## src/rtl/alu_multicycle_if.sv

```systemverilog
// Operand/result bundle between the execute-stage core and alu_multicycle.
// Handshake: start is a request taken only at an edge where busy=0; done pulses
// for exactly one cycle when result/hi/zero are updated; start while busy=1 is dropped.
`timescale 1ns/1ps
interface alu_multicycle_if #(
    parameter int WIDTH = 32,
    parameter int SHW   = 5
);
    logic             start;
    logic [3:0]       alucontrol;
    logic             sign;
    logic [WIDTH-1:0] a;
    logic [WIDTH-1:0] b;
    logic [SHW-1:0]   shamt;
    logic [WIDTH-1:0] result;
    logic [WIDTH-1:0] hi;
    logic             zero;
    logic             busy;
    logic             done;
    logic [1:0]       dbg_state;

    modport master (
        output start, alucontrol, sign, a, b, shamt,
        input  result, hi, zero, busy, done, dbg_state
    );

    modport slave (
        input  start, alucontrol, sign, a, b, shamt,
        output result, hi, zero, busy, done, dbg_state
    );
endinterface

```

## src/rtl/alu_multicycle.sv

```systemverilog
// Execute-stage ALU: single-cycle logic/arith/shift/compare ops plus an
// iterative shift-add multiplier producing a full 2*WIDTH product on {hi,result}.
`timescale 1ns/1ps
module alu_multicycle #(
    parameter int WIDTH = 32,
    parameter int SHW   = 5
) (
    input  logic          clk,
    input  logic          reset_n,
    alu_multicycle_if.slave bus
);

    typedef enum logic [1:0] {
        S_IDLE = 2'd0,
        S_MUL  = 2'd1,
        S_FIN  = 2'd2
    } state_t;

    localparam logic [3:0] OP_AND = 4'b0000;
    localparam logic [3:0] OP_OR  = 4'b0001;
    localparam logic [3:0] OP_ADD = 4'b0010;
    localparam logic [3:0] OP_SLL = 4'b0011;
    localparam logic [3:0] OP_SUB = 4'b0110;
    localparam logic [3:0] OP_SLT = 4'b0111;
    localparam logic [3:0] OP_NOR = 4'b1100;
    localparam logic [3:0] OP_MUL = 4'b1111;

    state_t               state_q, state_d;
    logic [SHW-1:0]       count_q, count_d;
    logic [WIDTH-1:0]     mcand_q, mcand_d;
    logic [WIDTH-1:0]     mplier_q, mplier_d;
    logic [2*WIDTH-1:0]   acc_q, acc_d;
    logic                 neg_q, neg_d;
    logic [WIDTH-1:0]     result_q, result_d;
    logic [WIDTH-1:0]     hi_q, hi_d;
    logic                 zero_q, zero_d;
    logic                 busy_q, busy_d;
    logic                 done_q, done_d;

    logic [WIDTH-1:0]     alu_res;
    logic                 slt_bit;
    logic [WIDTH-1:0]     a_mag, b_mag;
    logic [WIDTH:0]       step_sum;
    logic [2*WIDTH-1:0]   prod;

    always_comb begin
        slt_bit = bus.sign ? ($signed(bus.a) < $signed(bus.b)) : (bus.a < bus.b);
        alu_res = '0;
        case (bus.alucontrol)
            OP_AND:  alu_res = bus.a & bus.b;
            OP_OR:   alu_res = bus.a | bus.b;
            OP_ADD:  alu_res = bus.a + bus.b;
            OP_SLL:  alu_res = bus.b << bus.shamt;
            OP_SUB:  alu_res = bus.a - bus.b;
            OP_SLT:  alu_res = {{(WIDTH-1){1'b0}}, slt_bit};
            OP_NOR:  alu_res = ~(bus.a | bus.b);
            default: alu_res = '0;
        endcase
    end

    // Magnitude of -2^(WIDTH-1) wraps to 2^(WIDTH-1), which is correct read unsigned.
    always_comb begin
        a_mag = (bus.sign & bus.a[WIDTH-1]) ? -bus.a : bus.a;
        b_mag = (bus.sign & bus.b[WIDTH-1]) ? -bus.b : bus.b;
    end

    // One shift-add iteration: carry out of the upper-half add shifts back in at the top.
    always_comb begin
        step_sum = {1'b0, acc_q[2*WIDTH-1:WIDTH]} + {1'b0, (mplier_q[0] ? mcand_q : '0)};
        prod     = neg_q ? -acc_q : acc_q;
    end

    always_comb begin
        state_d  = state_q;
        count_d  = count_q;
        mcand_d  = mcand_q;
        mplier_d = mplier_q;
        acc_d    = acc_q;
        neg_d    = neg_q;
        result_d = result_q;
        hi_d     = hi_q;
        zero_d   = zero_q;
        busy_d   = busy_q;
        done_d   = 1'b0;
        case (state_q)
            S_IDLE: begin
                if (bus.start) begin
                    if (bus.alucontrol == OP_MUL) begin
                        mcand_d  = a_mag;
                        mplier_d = b_mag;
                        neg_d    = bus.sign & (bus.a[WIDTH-1] ^ bus.b[WIDTH-1]);
                        acc_d    = '0;
                        count_d  = '0;
                        busy_d   = 1'b1;
                        state_d  = S_MUL;
                    end else begin
                        result_d = alu_res;
                        zero_d   = (alu_res == '0);
                        done_d   = 1'b1;
                    end
                end
            end
            S_MUL: begin
                acc_d    = {step_sum, acc_q[WIDTH-1:1]};
                mplier_d = mplier_q >> 1;
                count_d  = count_q + SHW'(1);
                if (count_q == SHW'(WIDTH-1)) begin
                    state_d = S_FIN;
                end
            end
            S_FIN: begin
                result_d = prod[WIDTH-1:0];
                hi_d     = prod[2*WIDTH-1:WIDTH];
                zero_d   = (prod[WIDTH-1:0] == '0);
                busy_d   = 1'b0;
                done_d   = 1'b1;
                state_d  = S_IDLE;
            end
            default: begin
                busy_d  = 1'b0;
                state_d = S_IDLE;
            end
        endcase
    end

    always_ff @(posedge clk or negedge reset_n) begin
        if (!reset_n) begin
            state_q  <= S_IDLE;
            count_q  <= '0;
            mcand_q  <= '0;
            mplier_q <= '0;
            acc_q    <= '0;
            neg_q    <= 1'b0;
            result_q <= '0;
            hi_q     <= '0;
            zero_q   <= 1'b0;
            busy_q   <= 1'b0;
            done_q   <= 1'b0;
        end else begin
            state_q  <= state_d;
            count_q  <= count_d;
            mcand_q  <= mcand_d;
            mplier_q <= mplier_d;
            acc_q    <= acc_d;
            neg_q    <= neg_d;
            result_q <= result_d;
            hi_q     <= hi_d;
            zero_q   <= zero_d;
            busy_q   <= busy_d;
            done_q   <= done_d;
        end
    end

    assign bus.result    = result_q;
    assign bus.hi        = hi_q;
    assign bus.zero      = zero_q;
    assign bus.busy      = busy_q;
    assign bus.done      = done_q;
    assign bus.dbg_state = state_q;

endmodule

```

## src/flat_wrapper.sv

```systemverilog
// flat-port wrapper written by rule: the top's interface ports become plain ports
module alu_multicycle_flat 
#(
    parameter int WIDTH = 32,
    parameter int SHW   = 5
)
  (clk, reset_n, bus_start, bus_alucontrol, bus_sign, bus_a, bus_b, bus_shamt, bus_result, bus_hi, bus_zero, bus_busy, bus_done, bus_dbg_state);
  alu_multicycle_if #(.WIDTH(WIDTH), .SHW(SHW)) bus_i ();
  input  logic clk;
  input  logic reset_n;
  input wire logic [$bits(bus_i.start)-1:0] bus_start;
  input wire logic [$bits(bus_i.alucontrol)-1:0] bus_alucontrol;
  input wire logic [$bits(bus_i.sign)-1:0] bus_sign;
  input wire logic [$bits(bus_i.a)-1:0] bus_a;
  input wire logic [$bits(bus_i.b)-1:0] bus_b;
  input wire logic [$bits(bus_i.shamt)-1:0] bus_shamt;
  output wire logic [$bits(bus_i.result)-1:0] bus_result;
  output wire logic [$bits(bus_i.hi)-1:0] bus_hi;
  output wire logic [$bits(bus_i.zero)-1:0] bus_zero;
  output wire logic [$bits(bus_i.busy)-1:0] bus_busy;
  output wire logic [$bits(bus_i.done)-1:0] bus_done;
  output wire logic [$bits(bus_i.dbg_state)-1:0] bus_dbg_state;
  assign bus_i.start = bus_start;
  assign bus_i.alucontrol = bus_alucontrol;
  assign bus_i.sign = bus_sign;
  assign bus_i.a = bus_a;
  assign bus_i.b = bus_b;
  assign bus_i.shamt = bus_shamt;
  assign bus_result = bus_i.result;
  assign bus_hi = bus_i.hi;
  assign bus_zero = bus_i.zero;
  assign bus_busy = bus_i.busy;
  assign bus_done = bus_i.done;
  assign bus_dbg_state = bus_i.dbg_state;
  alu_multicycle #(.WIDTH(WIDTH), .SHW(SHW)) u_core (.clk(clk), .reset_n(reset_n), .bus(bus_i));
endmodule
```

## config.mk

```make
export PLATFORM = sky130hd
export DESIGN_NAME = alu_multicycle_flat
export DESIGN_NICKNAME = d
export VERILOG_FILES = /design/src/rtl/alu_multicycle_if.sv /design/src/rtl/alu_multicycle.sv /design/src/flat_wrapper.sv
export SDC_FILE = /design/constraint.sdc
export NUM_CORES = 1
export LEC_CHECK = 0
export ABC_CLOCK_PERIOD_IN_PS = 8300
export BUFFER_PORTS_ARGS = -buffer_cell sky130_fd_sc_hd__buf_4
export CAP_MARGIN = 5
export CELL_PAD_IN_SITES_DETAIL_PLACEMENT = 2
export CELL_PAD_IN_SITES_GLOBAL_PLACEMENT = 2
export CORE_MARGIN = 4
export CORE_UTILIZATION = 40
export DETAILED_ROUTE_END_ITERATION = 6
export PLACE_DENSITY = 0.84
export SYNTH_ARGS = -nofsm -noshare
export SYNTH_HDL_FRONTEND = slang
export SYNTH_SLANG_ARGS = --single-unit
```

## constraint.sdc

```tcl
create_clock -name clk -period 8.3 [get_ports clk]
set_input_delay 0.83 -clock clk [delete_from_list [all_inputs] [get_ports clk]]
set_output_delay 0.83 -clock clk [all_outputs]
set_load 0.005 [all_outputs]
```

==> results of run 1 <==
[cell type report]
| class | instances | share of cell area [%] |
|---|---|---|
| Tap cell | 656 | 3.72 |
| Clock buffer | 33 | 3.25 |
| Sequential cell | 203 | 23.1 |
| Timing Repair Buffer | 171 | 5.85 |
| Clock inverter | 12 | 0.869 |
| Multi-Input combinational cell | 2006 | 61.3 |
| Inverter | 113 | 1.92 |
[through the flow]
stage / instance area, µm² / utilization [%] / setup slack, ps / instances
4_1_cts: 22000 / 45.8 / 3110 / 3194
3_3_place_gp: 21100 / 43.9 / 2790 / 3149
6_report: 22000 / 45.8 / 2940 / 3194
2_1_floorplan: 19600 / - / 3920 / 2495
3_5_place_dp: 21100 / 43.9 / 2730 / 3149
5_1_grt: 22000 / 45.8 / 2780 / 3194
[worst max path at each step]
| stage | cells after the start | slack [ps] | startpoint | to |
|---|---|---|---|---|
| global placement | 15 | 2790 | bus_b[8] | u_core.bus.zero |
| detailed placement | 15 | 2730 | bus_b[8] | u_core.bus.zero |
| CTS | 15 | 3110 | bus_b[8] | u_core.bus.zero |
| finish | 15 | 2940 | bus_b[8] | u_core.bus.zero |
| floorplan | 16 | 3920 | bus_shamt[1] | u_core.bus.result[30] |
| global route | 15 | 2780 | bus_b[8] | u_core.bus.zero |
[layout by cell type (no fill, tap or decap), types with 21 or more instances in the layout]
cell,instances
mux2i_1,51
xnor2_1,91
xor2_1,65
ha_1,136
o31ai_1,39
nor3_1,47
a22oi_1,64
a21o_1,50
buf_4,170
a211oi_1,29
nand2b_1,21
clkbuf_16,25
o21ai_0,305
dfrtp_1,202
nand2_1,310
nor2_1,129
nand3_1,52
a31oi_1,31
a21oi_1,122
inv_1,112
and2_1,45
o22ai_1,30
[worst reg2reg max path, delay by kind of cell (launching register included)]
kind,cells,cell delay (ps)
AOI/OAI and AO/OA,11,2850
adders and majority gates,2,710
buffers and inverters,1,290
and+or+nand+nor,2,300
DFF,1,530
[state kept, by name (all words and copies together), names as in the netlist]
| signal | count |
|---|---|
| u_core.bus.dbg_state | 2 |
| u_core.bus.hi | 32 |
| u_core.neg_q | 1 |
| u_core.mcand_q | 32 |
| u_core.bus.result | 32 |
| u_core.count_q | 5 |
| u_core.mplier_q | 32 |
| u_core.bus.done | 1 |
| u_core.bus.zero | 1 |
| u_core.acc_q | 64 |
| u_core.bus.busy | 1 |
[routing by layer]
metal  GRT usage [%]  share of wire (%)  vias up
met5               0             0.0087        -
met3            6.06                5.5      257
met1            45.0                 40    11000
met4            16.5                5.0        2
li1                -                  -     9134
met2            67.8                 50      816
[power by group]
part           switching, µW  total, µW  internal (µW)
sequential               423       1700           1280
combinational           1600       2450            852
clock                    500       1260            760
total                   2520       5420           2890
[kinds of logic (layout without fill, tap and decap cells)]
family | Yosys count | after routing
buffers and inverters | 286 | 329
adders and majority gates | 139 | 139
and+or+nand+nor | 761 | 761
AOI/OAI and AO/OA | 865 | 865
DFF | 203 | 203
xor gates and xnor gates | 156 | 156
muxes | 85 | 85
==> impl_table.tex, run 1 <==
\begin{tabular}{lr}
\hline
Metric & Value \\
\hline
\multicolumn{2}{l}{\textbf{Layout}} \\
Ant. Diodes & 0 \\
Area occupied by multi-input gates & 0.0135 mm² \\
Area added between synthesis and finish & 12.2\% \\
Fraction of final layout cells sized beyond drive strength 1 & 11.5\% \\
Filler Cells Inserted & 5,371 \\
Nets@finish & 2,736 \\
Register area & 0.00508 mm² \\
\multicolumn{2}{l}{\textbf{Drt}} \\
Total wire length & 104,000 µm \\
Total number of vias & 21,200 \\
Antenna violation net count after detailed routing & 0 \\
Wire per inst & 32.5 µm \\
Drt pass-1 iters & 7 \\
DR iter-0 viols & 1,721 \\
Post-detailed-route via-to-cell ratio & 6.64 \\
Remaining DRCs & 1 \\
\multicolumn{2}{l}{\textbf{Clock network}} \\
Number of instances resized during post-cts repair & 0 \\
Master cell of the clock root buffer & clkbuf\_16 \\
Skew-Pair Late Insertion Delay & 560 ps \\
Max Buffers Root-to-Sink & 3 \\
Post-cts hold buffer count & 0 \\
Setup Buffers After CTS & 0 \\
Clock net sink count & 203 \\
Deepest level of the CTS H-tree & 1 \\
Total clock buffers created by CTS & 25 \\
Clock input transition at the sequential cells of the worst setup and hold paths & 70 ps \\
CTS tree & yes \\
\multicolumn{2}{l}{\textbf{Timing}} \\
Measured slew at the worst slew-check pin & 1150 ps \\
Max-slew violation count & 0 \\
Final Skew & 23.5 ps \\
Finish-stage setup viols & 0 \\
Setup total negative slack & 0 ps \\
Achievable frequency & 0.186 GHz \\
Minimum period implied by the final worst setup slack & 5360 ps \\
Final Hold Fails & 0 \\
RSZ-0062 raised after global routing & no \\
Hold slack & 312 ps \\
Final Cycle Share & 64.6\% \\
Slew headroom & 21.3\% \\
\multicolumn{2}{l}{\textbf{Worst setup path}} \\
Crit Reg-Reg Endpoint & u\_core.acc\_q[63] \\
Beginning of the worst register-to-register path & u\_core.mplier\_q[0] \\
Launching element type of the critical path & input port \\
Family with the most delay on the worst path & compound AO/OA/AOI/OAI gates \\
Critical Path Slowest Stage Cell & a2111oi\_0 \\
Highest cell delay on the worst timing path & 1050 ps \\
Worst path cell trace & buf\_4 -> inv\_1 -> ha\_1 -> inv\_1 -> a21oi\_1 -> o31ai\_1 -> o31a\_1 -> a2111oi\_0 -> o21bai\_1 -> a221oi\_1 -> o21ai\_0 -> nand2b\_1 -> nor4b\_1 -> nand4b\_1 -> o21ai\_0 \\
Worst Path Class, Setup & input port to register \\
Arrival @ worst endpoint & 5800 ps \\
Buf+Inv Stages, Crit Path & 3 \\
CP endpoint kind & register \\
Register-to-Register Path Depth & 16 \\
Required time of the worst setup path & 8740 ps \\
Worst-case register-to-register setup slack & 3460 ps \\
CP Max Fanout & 10 \\
\multicolumn{2}{l}{\textbf{Logic synthesis}} \\
Area fraction in compound gates after synthesis & 28.4\% \\
Post-synthesis cell count & 2,495 \\
Synthesized net count & 2,711 \\
Ys Warns & 0 \\
Proportion of synthesized chip area in sequential cells & 25.9\% \\
Primary flip-flop cell chosen by synthesis mapping & dfrtp\_1 \\
Leading area contributor after synthesis & dfrtp\_1 \\
Adder and majority gate portion of the synthesized area & 8.97\% \\
Main combinational cell family by area after synthesis & compound AO/OA/AOI/OAI gates \\
Synthesized area divided by synthesized cell count & 7.87 µm² \\
Number of enable-type register cells in the synthesized netlist & 0 \\
Proportion of synthesized flip-flops having asynchronous set or reset & 100\% \\
Yosys reg bits & 203 \\
Top cells by count, synth & nand2\_1, o21ai\_0, dfrtp\_1, clkbuf\_1, ha\_1 \\
Number of library cell types mapped by synthesis & 81 \\
Synthesized cell area & 0.0196 mm² \\
Dominant cell by count in the synthesized netlist & nand2\_1 \\
Simple-gate portion of the synthesized area & 18.5\% \\
Post-synth top area share & 25.9\% \\
Leading post-synthesis cells by cell area & dfrtp\_1, ha\_1, o21ai\_0 \\
Proportion of synthesized area in mux cells & 5.70\% \\
Parity-gate share of the synthesized area counting xor and xnor cells & 6.96\% \\
\multicolumn{2}{l}{\textbf{Status}} \\
Outcome & finished, violations left \\
Failing checks & DRC \\
\multicolumn{2}{l}{\textbf{GRT}} \\
Largest net degree at the start of global routing & 91 \\
Overflow after GRT & 0 \\
Total routing usage reported by global routing & 38.0\% \\
Number of antenna violations at the first check in global routing & 2 \\
Vias in the first global route & 23,300 \\
First-pass GRT wire length & 155,000 µm \\
\multicolumn{2}{l}{\textbf{Floorplan}} \\
Vertical die dimension & 230 µm \\
Die X-Extent & 230 µm \\
Starting density of the core & 40.8\% \\
Number of placed I/O pins & 146 \\
Total die area & 0.0527 mm² \\
Core footprint & 0.0481 mm² \\
Floorplan row count & 80 \\
\multicolumn{2}{l}{\textbf{Power}} \\
Power Total & 5420 µW \\
Static Leakage & 0.00989 µW \\
Worst ir drop on vdd & 0.000159 V \\
Cell area power density & 246 mW/mm² \\
\multicolumn{2}{l}{\textbf{Placed design}} \\
HPWL after detailed placement & 74,500 µm \\
Final weighted congestion in routability-driven placement & 0.973 \\
Number of input and output port buffers inserted & 145 \\
\multicolumn{2}{l}{\textbf{Min path}} \\
Kind of path behind the tightest hold check & input port to async pin \\
\multicolumn{2}{l}{\textbf{Run}} \\
Maxcap violations & 0 \\
\hline
\end{tabular}
No activity file was read; power rests on OpenSTA's default activity.
==> run 2, diff against run 1 <==
Settings changed: ABC_CLOCK_PERIOD_IN_PS 8300 to 4800, CORE_UTILIZATION 40 to 34, PLACE_DENSITY 0.84 to 0.76.
Clock period 8.3 ns to 4.8 ns, I/O delays scaled along.
==> impl_table.tex, run 2 (synthesized netlist as in run 1, its figures left out) <==
\begin{tabular}{lr}
\hline
Metric & Value \\
\hline
\multicolumn{2}{l}{\textbf{Layout}} \\
Filler Cells Inserted & 6,465 \\
Register area & 0.00508 mm² \\
Nets@finish & 2,801 \\
Fraction of final layout cells sized beyond drive strength 1 & 13.4\% \\
Area occupied by multi-input gates & 0.0135 mm² \\
Most frequent cells in the layout & nand2\_1, o21ai\_0, buf\_4 \\
Area added between synthesis and finish & 14.7\% \\
Most frequent standard cell in the layout excluding fill and tap cells & nand2\_1 \\
Final cell utilization of the core & 39.6\% \\
Largest register by flop count & u\_core.acc\_q \\
Ant. Diodes & 0 \\
Flip-flop count of the largest register after layout & 64 \\
\multicolumn{2}{l}{\textbf{Drt}} \\
Total wire length & 94,000 µm \\
Antenna violation net count after detailed routing & 0 \\
Remaining DRCs & 0 \\
Drt pass-1 iters & 5 \\
Met2 WL post-DR & 45,300 µm \\
Total number of vias & 20,500 \\
Post-detailed-route via-to-cell ratio & 6.13 \\
Met3 WL post-DR & 3580 µm \\
Wire per inst & 28.0 µm \\
DR iter-0 viols & 1,447 \\
Top layer used by detailed routing & met5 \\
Length of routed wiring on met1 & 41,300 µm \\
\multicolumn{2}{l}{\textbf{Worst setup path}} \\
Buf+Inv Stages, Crit Path & 0 \\
Highest cell delay on the worst timing path & 570 ps \\
Worst Setup EP & u\_core.bus.hi[24] \\
CP Depth & 11 \\
CP endpoint kind & register \\
Beginning of the worst register-to-register path & u\_core.acc\_q[4] \\
Register-to-Register Path Depth & 11 \\
Required time of the worst setup path & 5200 ps \\
Crit path from & u\_core.acc\_q[4] \\
Family with the most delay on the worst path & simple AND/OR/NAND/NOR gates \\
Worst Path Class, Setup & register to register \\
Worst path cell trace & or4\_4 -> or4\_4 -> or2\_1 -> or3b\_4 -> or2\_4 -> or3\_4 -> or4\_4 -> or2\_2 -> o31ai\_1 -> xor2\_1 -> o21ai\_0 \\
Critical Path Slowest Stage Cell & or4\_4 \\
CP Max Fanout & 9 \\
Arrival @ worst endpoint & 4900 ps \\
Worst-case register-to-register setup slack & 300 ps \\
Crit Reg-Reg Endpoint & u\_core.bus.hi[24] \\
Cell mode on critical path & or4\_4 \\
Launching element type of the critical path & register \\
\multicolumn{2}{l}{\textbf{Floorplan}} \\
Starting density of the core & 34.6\% \\
Total die area & 0.0617 mm² \\
Die X-Extent & 248 µm \\
Core footprint & 0.0568 mm² \\
Number of placed I/O pins & 146 \\
Floorplan row count & 87 \\
Vertical die dimension & 248 µm \\
\multicolumn{2}{l}{\textbf{Power}} \\
Static Leakage & 0.0101 µW \\
Cell area power density & 387 mW/mm² \\
Worst ir drop on vdd & 0.000234 V \\
\multicolumn{2}{l}{\textbf{GRT}} \\
Largest net degree at the start of global routing & 117 \\
Vias in the first global route & 22,100 \\
First-pass GRT wire length & 142,000 µm \\
Overflow after GRT & 0 \\
Total routing usage reported by global routing & 29.8\% \\
Number of antenna violations at the first check in global routing & 1 \\
\multicolumn{2}{l}{\textbf{Clock network}} \\
CTS tree & yes \\
Clock input transition at the sequential cells of the worst setup and hold paths & 60 ps \\
Clock net sink count & 203 \\
Master cell of the clock root buffer & clkbuf\_16 \\
Setup Buffers After CTS & 0 \\
Skew-Pair Late Insertion Delay & 570 ps \\
Max Buffers Root-to-Sink & 3 \\
Deepest level of the CTS H-tree & 1 \\
Number of instances resized during post-cts repair & 0 \\
Total clock buffers created by CTS & 26 \\
Post-cts hold buffer count & 0 \\
\multicolumn{2}{l}{\textbf{Timing}} \\
Final Hold Fails & 12 \\
Max-slew violation count & 0 \\
Setup total negative slack & 0 ps \\
Minimum period implied by the final worst setup slack & 4500 ps \\
Final Skew & 32.2 ps \\
Final Cycle Share & 93.7\% \\
Achievable frequency & 0.222 GHz \\
Finish-stage setup viols & 0 \\
RSZ-0062 raised after global routing & no \\
Hold slack & -13.6 ps \\
Measured slew at the worst slew-check pin & 1000 ps \\
Slew headroom & 33.0\% \\
\multicolumn{2}{l}{\textbf{Min path}} \\
Kind of path behind the tightest hold check & input port to async pin \\
\multicolumn{2}{l}{\textbf{Placed design}} \\
HPWL after detailed placement & 74,400 µm \\
Final weighted congestion in routability-driven placement & 0.956 \\
Number of input and output port buffers inserted & 145 \\
\multicolumn{2}{l}{\textbf{Status}} \\
Outcome & finished, violations left \\
Failing checks & hold timing \\
\multicolumn{2}{l}{\textbf{Run}} \\
Maxcap violations & 0 \\
\hline
\end{tabular}
## run 2: worst reg2reg max path: stages (launching register included)
cell     delay (ps)
dfrtp_1         460
or4_4           570
or4_4           500
or2_1           320
or3b_4          450
or2_4           290
or3_4           360
or4_4           520
or2_2           330
o31ai_1         240
xor2_1          210
o21ai_0         120
## run 2: per-stage QoR
step	hold slack (ps)	setup slack, ps	power (µW)	instance area, µm²	std cells
CTS	41.3	330	8730	22500	3353
global placement	454	296	6580	21700	3313
floorplan	184	535	5150	19600	2495
detailed placement	473	232	6820	21700	3313
finish	-13.6	302	8720	22500	3353
global route	65.7	163	9300	22500	3353
## run 2: worst min path at each step
stage,startpoint,to,slack [ps]
2_1_floorplan,reset_n,u_core.acc_q[0],180
3_3_place_gp,u_core.mcand_q[31],u_core.mcand_q[31],450
3_5_place_dp,u_core.mcand_q[23],u_core.mcand_q[23],470
4_1_cts,reset_n,u_core.bus.hi[5],40
5_1_grt,reset_n,u_core.bus.hi[6],70
6_report,reset_n,u_core.bus.hi[5],-10
## run 2: final cells by class
class / count / share of cell area (%)
Multi-Input combinational cell: 2006 / 60.0
Sequential cell: 203 / 22.6
Timing Repair Buffer: 235 / 7.92
Tap cell: 756 / 4.20
Clock buffer: 36 / 3.23
Inverter: 113 / 1.88
Clock inverter: 4 / 0.222
## run 2: per-layer routing
layer / vias up / track usage [%]
li1: 9247 / -
met1: 10600 / 39.0
met2: 498 / 51.8
met3: 152 / 2.49
met4: 2 / 10.4
met5: - / 0
## run 2: power by group
group          leakage [µW]  internal, µW  total, µW  switching, µW
Clock              0.000372          1050       1850            795
Sequential          0.00255          2220       2810            595
Combinational       0.00720          1540       4060           2530
Total                0.0101          4800       8720           3920
